==> config.mk <==
export PLATFORM = sky130hd
export DESIGN_NAME = mem_arbiter4
export DESIGN_NICKNAME = d
export VERILOG_FILES = /design/src/rtl/hack_mem_pkg.sv /design/src/rtl/mux4way16.sv /design/src/rtl/rr_pick4.sv /design/src/rtl/mem_arbiter4.sv
export SDC_FILE = /design/constraint.sdc
export NUM_CORES = 1
export LEC_CHECK = 0
export ABC_AREA = 1
export CELL_PAD_IN_SITES_DETAIL_PLACEMENT = 2
export CELL_PAD_IN_SITES_GLOBAL_PLACEMENT = 2
export CORE_AREA = 2 2 146 120
export DETAILED_ROUTE_END_ITERATION = 16
export DIE_AREA = 0 0 148 122
export PLACE_DENSITY_LB_ADDON = 0.1
export SETUP_SLACK_MARGIN = 0.3
export SYNTH_ARGS = -nofsm -noshare
export SYNTH_HDL_FRONTEND = slang
export SYNTH_SLANG_ARGS = --single-unit
==> constraint.sdc <==
create_clock -name clk -period 2.9 [get_ports clk]
set_clock_uncertainty 0.2 [all_clocks]
set_input_delay 0.29 -clock clk [delete_from_list [all_inputs] [get_ports clk]]
set_output_delay 0.29 -clock clk [all_outputs]
set_load 0.02 [all_outputs]
==> src/rtl/hack_mem_pkg.sv <==
// Shared definitions for the Hack memory-port arbiter.
//   AW, DW     : default address / data widths (32K x 16 Hack RAM)
//   N_REQ      : number of requesters sharing the RAM port (fixed at 4)
//   MAX_BURST  : default cap on consecutive grants under lock
//   req_idx_t  : requester index type
//   idx_to_onehot : index -> one-hot grant vector helper
package hack_mem_pkg;

    localparam int unsigned AW        = 15;
    localparam int unsigned DW        = 16;
    localparam int unsigned N_REQ     = 4;
    localparam int unsigned MAX_BURST = 4;

    typedef logic [1:0] req_idx_t;

    function automatic logic [N_REQ-1:0] idx_to_onehot(input req_idx_t idx);
        logic [N_REQ-1:0] oh;
        oh      = '0;
        oh[idx] = 1'b1;
        return oh;
    endfunction

endpackage

==> src/rtl/mux4way16.sv <==
// Four-way word multiplexer (Hack Mux4Way16), width-parameterised so the
// same block steers both the data word and the address.
//   a, b, c, d : inputs selected by sel = 0, 1, 2, 3
//   sel        : select
//   out        : selected word
module mux4way16 #(
    parameter int unsigned W = 16
) (
    input  logic [W-1:0] a,
    input  logic [W-1:0] b,
    input  logic [W-1:0] c,
    input  logic [W-1:0] d,
    input  logic [1:0]   sel,
    output logic [W-1:0] out
);

    always_comb begin
        case (sel)
            2'd0:    out = a;
            2'd1:    out = b;
            2'd2:    out = c;
            default: out = d;
        endcase
    end

endmodule

==> src/rtl/rr_pick4.sv <==
// Combinational round-robin picker over four requesters.
//   req   : request vector
//   start : highest-priority index; search order is start, start+1, ... mod 4
//   sel   : one-hot selection, zero when no request
//   idx   : selected index; equals start when no request
//   any   : at least one request present
module rr_pick4
    import hack_mem_pkg::*;
(
    input  logic [3:0] req,
    input  req_idx_t   start,
    output logic [3:0] sel,
    output req_idx_t   idx,
    output logic       any
);

    req_idx_t cand;

    always_comb begin
        cand = start;
        idx  = start;
        any  = |req;
        // Walk the search order backwards so the earliest hit wins.
        for (int k = 3; k >= 0; k--) begin
            cand = start + req_idx_t'(k);
            if (req[cand]) begin
                idx = cand;
            end
        end
        sel = any ? idx_to_onehot(idx) : 4'b0000;
    end

endmodule

==> src/rtl/mem_arbiter4.sv <==
// Four-port round-robin arbiter for the single Hack RAM port, with optional
// capped lock bursts and a one-cycle read-return pipeline.
//   clk, rst_n          : clock, synchronous active-low reset
//   req, lock, we       : per-port request, burst hint, write enable
//   addr_i, wdata_i     : packed per-port address / write data
//   gnt                 : combinational one-hot (or zero) grant
//   rvalid, rdata       : registered per-port read valid, read data
//   mem_addr/wdata/we   : memory command from the granted port
//   mem_rdata           : memory read data (one cycle after address)
module mem_arbiter4 #(
    parameter int unsigned AW        = hack_mem_pkg::AW,
    parameter int unsigned DW        = hack_mem_pkg::DW,
    parameter int unsigned MAX_BURST = hack_mem_pkg::MAX_BURST
) (
    input  logic            clk,
    input  logic            rst_n,
    input  logic [3:0]      req,
    input  logic [3:0]      lock,
    input  logic [3:0]      we,
    input  logic [4*AW-1:0] addr_i,
    input  logic [4*DW-1:0] wdata_i,
    output logic [3:0]      gnt,
    output logic [3:0]      rvalid,
    output logic [DW-1:0]   rdata,
    output logic [AW-1:0]   mem_addr,
    output logic [DW-1:0]   mem_wdata,
    output logic            mem_we,
    input  logic [DW-1:0]   mem_rdata
);

    import hack_mem_pkg::*;

    req_idx_t   ptr_q, ptr_d;
    req_idx_t   owner_q, owner_d;
    logic       owned_q, owned_d;
    logic [3:0] bcnt_q, bcnt_d;
    logic [3:0] rv_q, rv_d;

    logic [3:0] pick_sel;
    req_idx_t   pick_idx;
    logic       pick_any;

    logic       owner_hold;
    req_idx_t   g_idx;
    logic [3:0] gnt_raw;
    logic       g_any;
    logic [4:0] burst_next;

    rr_pick4 u_pick (
        .req   (req),
        .start (ptr_q),
        .sel   (pick_sel),
        .idx   (pick_idx),
        .any   (pick_any)
    );

    // A locked owner keeps the port only while it still requests.
    assign owner_hold = owned_q & req[owner_q];

    always_comb begin
        if (owner_hold) begin
            g_idx   = owner_q;
            gnt_raw = idx_to_onehot(owner_q);
        end else begin
            g_idx   = pick_idx;
            gnt_raw = pick_any ? pick_sel : 4'b0000;
        end
    end

    assign gnt    = rst_n ? gnt_raw : 4'b0000;
    assign g_any  = |gnt;
    assign mem_we = |(gnt & we);

    // With no request g_idx falls back to ptr, so the port shows ptr's inputs.
    mux4way16 #(
        .W (AW)
    ) u_addr_mux (
        .a   (addr_i[0*AW +: AW]),
        .b   (addr_i[1*AW +: AW]),
        .c   (addr_i[2*AW +: AW]),
        .d   (addr_i[3*AW +: AW]),
        .sel (g_idx),
        .out (mem_addr)
    );

    mux4way16 #(
        .W (DW)
    ) u_wdata_mux (
        .a   (wdata_i[0*DW +: DW]),
        .b   (wdata_i[1*DW +: DW]),
        .c   (wdata_i[2*DW +: DW]),
        .d   (wdata_i[3*DW +: DW]),
        .sel (g_idx),
        .out (mem_wdata)
    );

    // RAM output is already registered, so read data passes straight through.
    assign rvalid = rv_q;
    assign rdata  = mem_rdata;

    always_comb begin
        ptr_d   = ptr_q;
        owner_d = owner_q;
        owned_d = 1'b0;
        bcnt_d  = 4'd0;
        rv_d    = gnt & ~we;
        // A burst count only carries over when the owner itself is granted;
        // a dropped owner's count is discarded.
        burst_next = (owner_hold ? {1'b0, bcnt_q} : 5'd0) + 5'd1;
        if (g_any) begin
            if (lock[g_idx] && (32'(burst_next) < MAX_BURST)) begin
                owned_d = 1'b1;
                owner_d = g_idx;
                bcnt_d  = burst_next[3:0];
            end else begin
                ptr_d = g_idx + 2'd1;
            end
        end
    end

    always_ff @(posedge clk) begin
        if (!rst_n) begin
            ptr_q   <= 2'd0;
            owner_q <= 2'd0;
            owned_q <= 1'b0;
            bcnt_q  <= 4'd0;
            rv_q    <= 4'b0000;
        end else begin
            ptr_q   <= ptr_d;
            owner_q <= owner_d;
            owned_q <= owned_d;
            bcnt_q  <= bcnt_d;
            rv_q    <= rv_d;
        end
    end

endmodule
# Yosys cells after proc, flatten, opt, wreduce, memory -nomap -nowiden
# Index checks and enable logic that the tools add are counted.
[totals]
output_inout_bits = 56
inputBits = 154
mem_bits_rw = 0
word_cells = 66
romBits = 0
mem_count = 0
reg_bits = 13
latch_bits = 0
[op_classes]
add_sub_neg = 5
eq_ne = 2
mux = 28
shifts = 0
div_mod_pow = 0
n_mul = 0
reduce_logical = 11
magnitude_cmp = 10
bitwise_logic = 5
[op_table]
columns = ["op", "count"]
rows = [
  ["16-bit case mux with 3 select lines", 1],
  ["15-bit case mux with 3 select lines", 1],
  ["2-bit by 3-bit less-than comparator with 1-bit output (second input constant)", 7],
  ["4-bit two-way mux", 4],
  ["1-bit binary-select mux with 2-bit select", 6],
  ["4-bit OR reduction", 3],
  ["2-bit two-way mux", 5],
  ["1-bit two-way mux", 9],
  ["4-bit AND", 2],
  ["2-bit AND reduction", 3],
  ["4-bit by 1-bit adder with 5-bit output (second input constant)", 1],
  ["5-bit by 3-bit less-than comparator with 1-bit output (second input constant)", 1],
  ["2-bit by 1-bit adder with 2-bit output (second input constant)", 2],
  ["2-bit adder (second input constant)", 2],
  ["1-bit demux with 2-bit select", 2],
  ["2-bit by 1-bit >= comparator with 1-bit output (second input constant)", 2],
  ["4-bit NOT", 1],
  ["1-bit logical AND", 3],
  ["3-bit AND reduction", 1],
  ["2-bit by 1-bit == test with 1-bit output (second input constant)", 1],
  ["2-bit == test (second input constant)", 1],
  ["2-bit zero test", 1],
  ["1-bit AND", 1],
  ["1-bit NOT", 1],
]

# Logic depth before layout (Yosys ltp)
[depth]
word_depth = 16
depth_mapped = 19
mapped_depth_nobuf = 18

# Modules after synthesis
# From an unflattened synthesis, not the netlist that was laid out.
[hier_totals]
cells_unflattened = 397
hier_area_um2 = 2278.4
[modules_own_cells]
columns = ["module", "n_inst", "cells_per_inst", "area_each_um2", "seq_area_each_um2"]
rows = [
  ["mem_arbiter4", 1, 158, 1031.0, 260.2],
  ["mux4way16 (u_wdata_mux)", 1, 94, 524.3, 0.0],
  ["mux4way16 (u_addr_mux)", 1, 87, 436.7, 0.0],
  ["rr_pick4", 1, 58, 286.5, 0.0],
]

# Worst setup path before layout
# OpenSTA, ideal clock, no wires.
[synth_timing]
kind = "reg2out"
startpoint = "reg ptr_q[0]"
endpoint = "out mem_addr[10]"
stages_incl_launch_ff = 16
t_arrival_ns = 2.360
path_slack_ns = 0.050
n_path_buf = 2
required_ns = 2.410
cell_sequence = "dfxtp_1 > buf_6 > nand2_2 > and2_4 > nand2_1 > nand2_1 > inv_2 > nand3_1 > nand3_2 > nand2_4 > inv_1 > ha_1 > clkbuf_1 > a22o_1 > a21oi_1 > o21ai_0"
[synth_via]
elab_chain_cells = 10
elab_cells_between_ends = 20
classes_between = "add/sub (3); eq/ne (2); mux (14); reduce/logical (1)"
[synth_rtl]
columns = ["element", "line_no", "source"]
rows = [
  ["from (decl)", "mem_arbiter4.sv:33", "req_idx_t ptr_q, ptr_d;"],
  ["from (signal assigned)", "mem_arbiter4.sv:129", "ptr_q <= ptr_d;"],
  ["2-bit adder", "rr_pick4.sv:25", "cand = start + req_idx_t'(k);"],
  ["1-bit binary-select mux with 2-bit select", "rr_pick4.sv:26", "if (req[cand]) begin"],
  ["1-bit two-way mux (not written as such)", "rr_pick4.sv:26", ""],
  ["2-bit two-way mux (3 in series)", "rr_pick4.sv:26", ""],
  ["2-bit two-way mux *", "rr_pick4.sv:26", ""],
  ["2-bit two-way mux *", "mem_arbiter4.sv:61", "if (owner_hold) begin"],
  ["net g_idx[0]", "mem_arbiter4.sv:44", "req_idx_t g_idx;"],
  ["2-bit == test, or another cell as far along", "mux4way16.sv:18", "case (sel)"],
  ["15-bit case mux with 3 select lines *", "mux4way16.sv:18", ""],
  ["to (decl)", "mem_arbiter4.sv:25", "output logic [AW-1:0] mem_addr,"],
]
# The timed path passes the listed nets; every way through them passes the cells marked *. The select of a mux whose other input is x is not followed.

# Worst setup path after layout
[layout_timing]
startpoint = "reg ptr_q[0]"
endpoint = "out mem_wdata[13]"
[layout_via]
elab_chain_cells = 10
elab_cells_between_ends = 20
classes_between = "add/sub (3); eq/ne (2); mux (14); reduce/logical (1)"
[layout_rtl]
columns = ["element", "line_no", "source"]
rows = [
  ["2-bit adder", "rr_pick4.sv:25", ""],
  ["1-bit binary-select mux with 2-bit select", "rr_pick4.sv:26", ""],
  ["1-bit two-way mux (not written as such)", "rr_pick4.sv:26", ""],
  ["2-bit two-way mux (3 in series)", "rr_pick4.sv:26", ""],
  ["2-bit two-way mux *", "rr_pick4.sv:26", ""],
  ["2-bit two-way mux *", "mem_arbiter4.sv:61", ""],
  ["net g_idx[0]", "mem_arbiter4.sv:44", ""],
  ["2-bit == test, or another cell as far along", "mux4way16.sv:18", ""],
  ["16-bit case mux with 3 select lines *", "mux4way16.sv:18", ""],
  ["to (decl)", "mem_arbiter4.sv:26", "output logic [DW-1:0] mem_wdata,"],
]
# Marks and branches as above.

==> impl_metrics.yaml <==
floorplanning:
  boundaryPins: 210
  core_sq_um: 16800
  die_h_um: 122
  dieArea_sq_um: 18100
  rows: 43
  die_w_um: 148
  initial_utilization_pct: 11.7
finish:
  final_util_pct: 31.0
  n_antenna_cell: 0
  area_growth_pct: 166
  drive_gt1_share_pct: 45.0
  nNetsFinal: 700
  fin_cells: 765
timing:
  finalCritPeriodShare_pct: 105
  final.setup.worst_slack_ns: -0.136
  rsz0062_at_grt: "true"
  hold_viol: 0
  finalSetupViolations: 31
  min_period_ns: 3.04
  max_freq_mhz: 329
  tns_ns: -3.24
  drv_slew: 0
power:
  p_leak_uw: 0.00215
  pwr_density_cell_nw_per_um2: 1470
  total_power_uw: 7660
  vdd_drop_max_mv: 0.430
setup_path:
  arrival_ns: 2.55
  critPathRequiredTime_ns: 2.41
  ff2ff_path_depth: 15
  endpoint_kind: "output port"
  r2r_start: "owner_q[0]"
  worstSetupPathType: "reg2out"
  startpoint_type: "flip-flop"
  cp_max_fo: 8
  reg2reg_to: "owner_q[0]"
  r2r_slack_ns: 0.51
routing:
  wl_mm: 14.1
  drcViolationCount: 0
  vias_per_cell: 4.09
  first_iter_violations: 56
  dr.pass1.iters: 4
  postRouteAntennaNets: 0
  route.vias.total: 3128
  avgRoutedWirePerCell_um: 18.4
min_path:
  holdPathStages: 0
  holdPathEnd: "rdata[1]"
  hold_class: "in2out"
  hold_path.startpoint: "mem_rdata[1]"
cts:
  cts_tree: "built"
  clk_pin_slew_ns: 0.05
  cts_buffer_depth: 2
  cts_root_buf: "clkbuf_16"
  numCtsBuffers: 3
  htreeDepth: 1
  insertion_delay_ns: 0.25
  clock-sinks: 13
  hold_buffers: 0
place:
  hpwl_mm: 10.0
  io_buffers: 177
  gp_congestion: 0.776
  place_inst: 736
logic_synthesis:
  yosysTopAreaCellShare_pct: 15.7
  yosysTopAreaCell: "nand2_1"
  synth_area_leaders: "nand2_1 16%, a22o_1 14%, dfxtp_1 13%, a21oi_1 8.9%, o21ai_0 8.7%"
  synthCells: 323
  ys_types: 32
  synth_warnings: 0
  yosys.cell_count.top_type: "nand2_1"
  synth_commonest_cells: "82 x nand2_1, 35 x a21oi_1, 34 x o21ai_0"
  avgSynthCellArea_sq_um: 6.07
  synth_flop_cell: "dfxtp_1"
  ys_seq_area_share_pct: 13.3
  synth_edf_count: 0
  syn_area_sq_um: 1960
  synth-seq-cells: 13
  ys_async_sr_fraction_pct: 0
global_route:
  grt_max_degree: 20
  antenna_found_initial: 0
  grt_overflow: 0
  grt_first_pass_wirelength_mm: 20.2
  grt_pass1_vias: 3324
  grt.total_usage_pct: 14.5
run_status:
  violations: "negative setup slack"
  outcome: "complete, but fails checks"
flow_run:
  maxCapViolCount: 0
state kept, by name (all words and copies together) (netlist names):
name / flops
bcnt_q: 4
rvalid: 4
owner_q: 2
ptr_q: 2
owned_q: 1
how the worst max path moves through the flow:
stage,start,endpoint
2_1_floorplan,ptr_q[0],mem_wdata[10]
5_1_grt,ptr_q[0],mem_wdata[13]
3_5_place_dp,req[3],mem_wdata[15]
6_report,ptr_q[0],mem_wdata[13]
4_1_cts,ptr_q[0],mem_wdata[13]
3_3_place_gp,req[3],mem_wdata[15]
cell families (layout without fill, tap and decap cells):
| logic type | after synthesis | in the layout | synth area share (%) |
|---|---|---|---|
| and+or+nand+nor | 141 | 141 | 34.6 |
| AOI/OAI and AO/OA | 104 | 104 | 33.5 |
| buffers and inverters | 59 | 275 | 15.3 |
| DFF | 13 | 13 | 13.3 |
| adders and majority gates | 5 | 5 | 3.19 |
| other | 1 | 2 | 0.191 |
power breakdown:
group / switching (uW) / internal (uW) / total (uW) / leakage [uW]
Combinational: 3620 / 3500 / 7120 / 0.00200
Sequential: 37.4 / 229 / 266 / 0.000108
Clock: 89.7 / 186 / 276 / 0.0000382
critical path: stages, from the launching register on:
cell and delay [ns]:
dfxtp_4 0.36, clkbuf_16 0.16, o21ai_4 0.17, nand2_2 0.09
nand2_1 0.08, nand2_2 0.05, nand2_2 0.07, nand2_2 0.05
nand2_2 0.08, nand3_4 0.08, nand2_4 0.11, inv_4 0.05
ha_4 0.21, buf_12 0.16, a22o_1 0.23, a21oi_2 0.14
o21ai_2 0.06, buf_2 0.15
stage by stage:
stage	worst slack [ns]	instance area (sq um)	hold slack [ns]
CTS	-0.140	4870	0.380
global placement	-0.694	4340	0.380
finish	-0.136	5210	0.380
global route	-0.286	5210	0.380
floorplan	0.299	2090	0.162
detailed placement	-0.736	4340	0.380
layout make-up:
class                           count  area [sq um]
Inverter                           26           120
Tap cell                          225           282
Fill cell                        1922         11600
Multi-Input combinational cell    252          1890
Sequential cell                    13           267
Clock buffer                        4          78.8
Timing Repair Buffer              245          2570
layer usage:
layer	vias up	wire (um)	global-route usage [%]
met2	106	6820	25.3
met1	1482	6290	18.8
li1	1531	-	-
met3	9	889	3.45
met4	0	102	1.90
met5	-	0	0
cell usage in the layout, fill, tap and decap left out, drive strengths merged, types with 5 or more instances in the layout:
master / instances
ha: 5
buf: 100
nand2: 97
a21oi: 36
nor2: 19
dfxtp: 13
clkbuf: 9
a22o: 31
nand3: 16
o21ai: 36
clkdlybuf4s50: 137
inv: 25
timing repair:
action                                  in CTS  in global routing
endpoints found under the setup margin      42                 39
pin swaps                                   14                 23
setup buffers                                7                  8
resized for setup                          272                 50
cloned                                       6                  4
hold endpoints to repair                     0                  0
(Power assumes the default switching activity.)
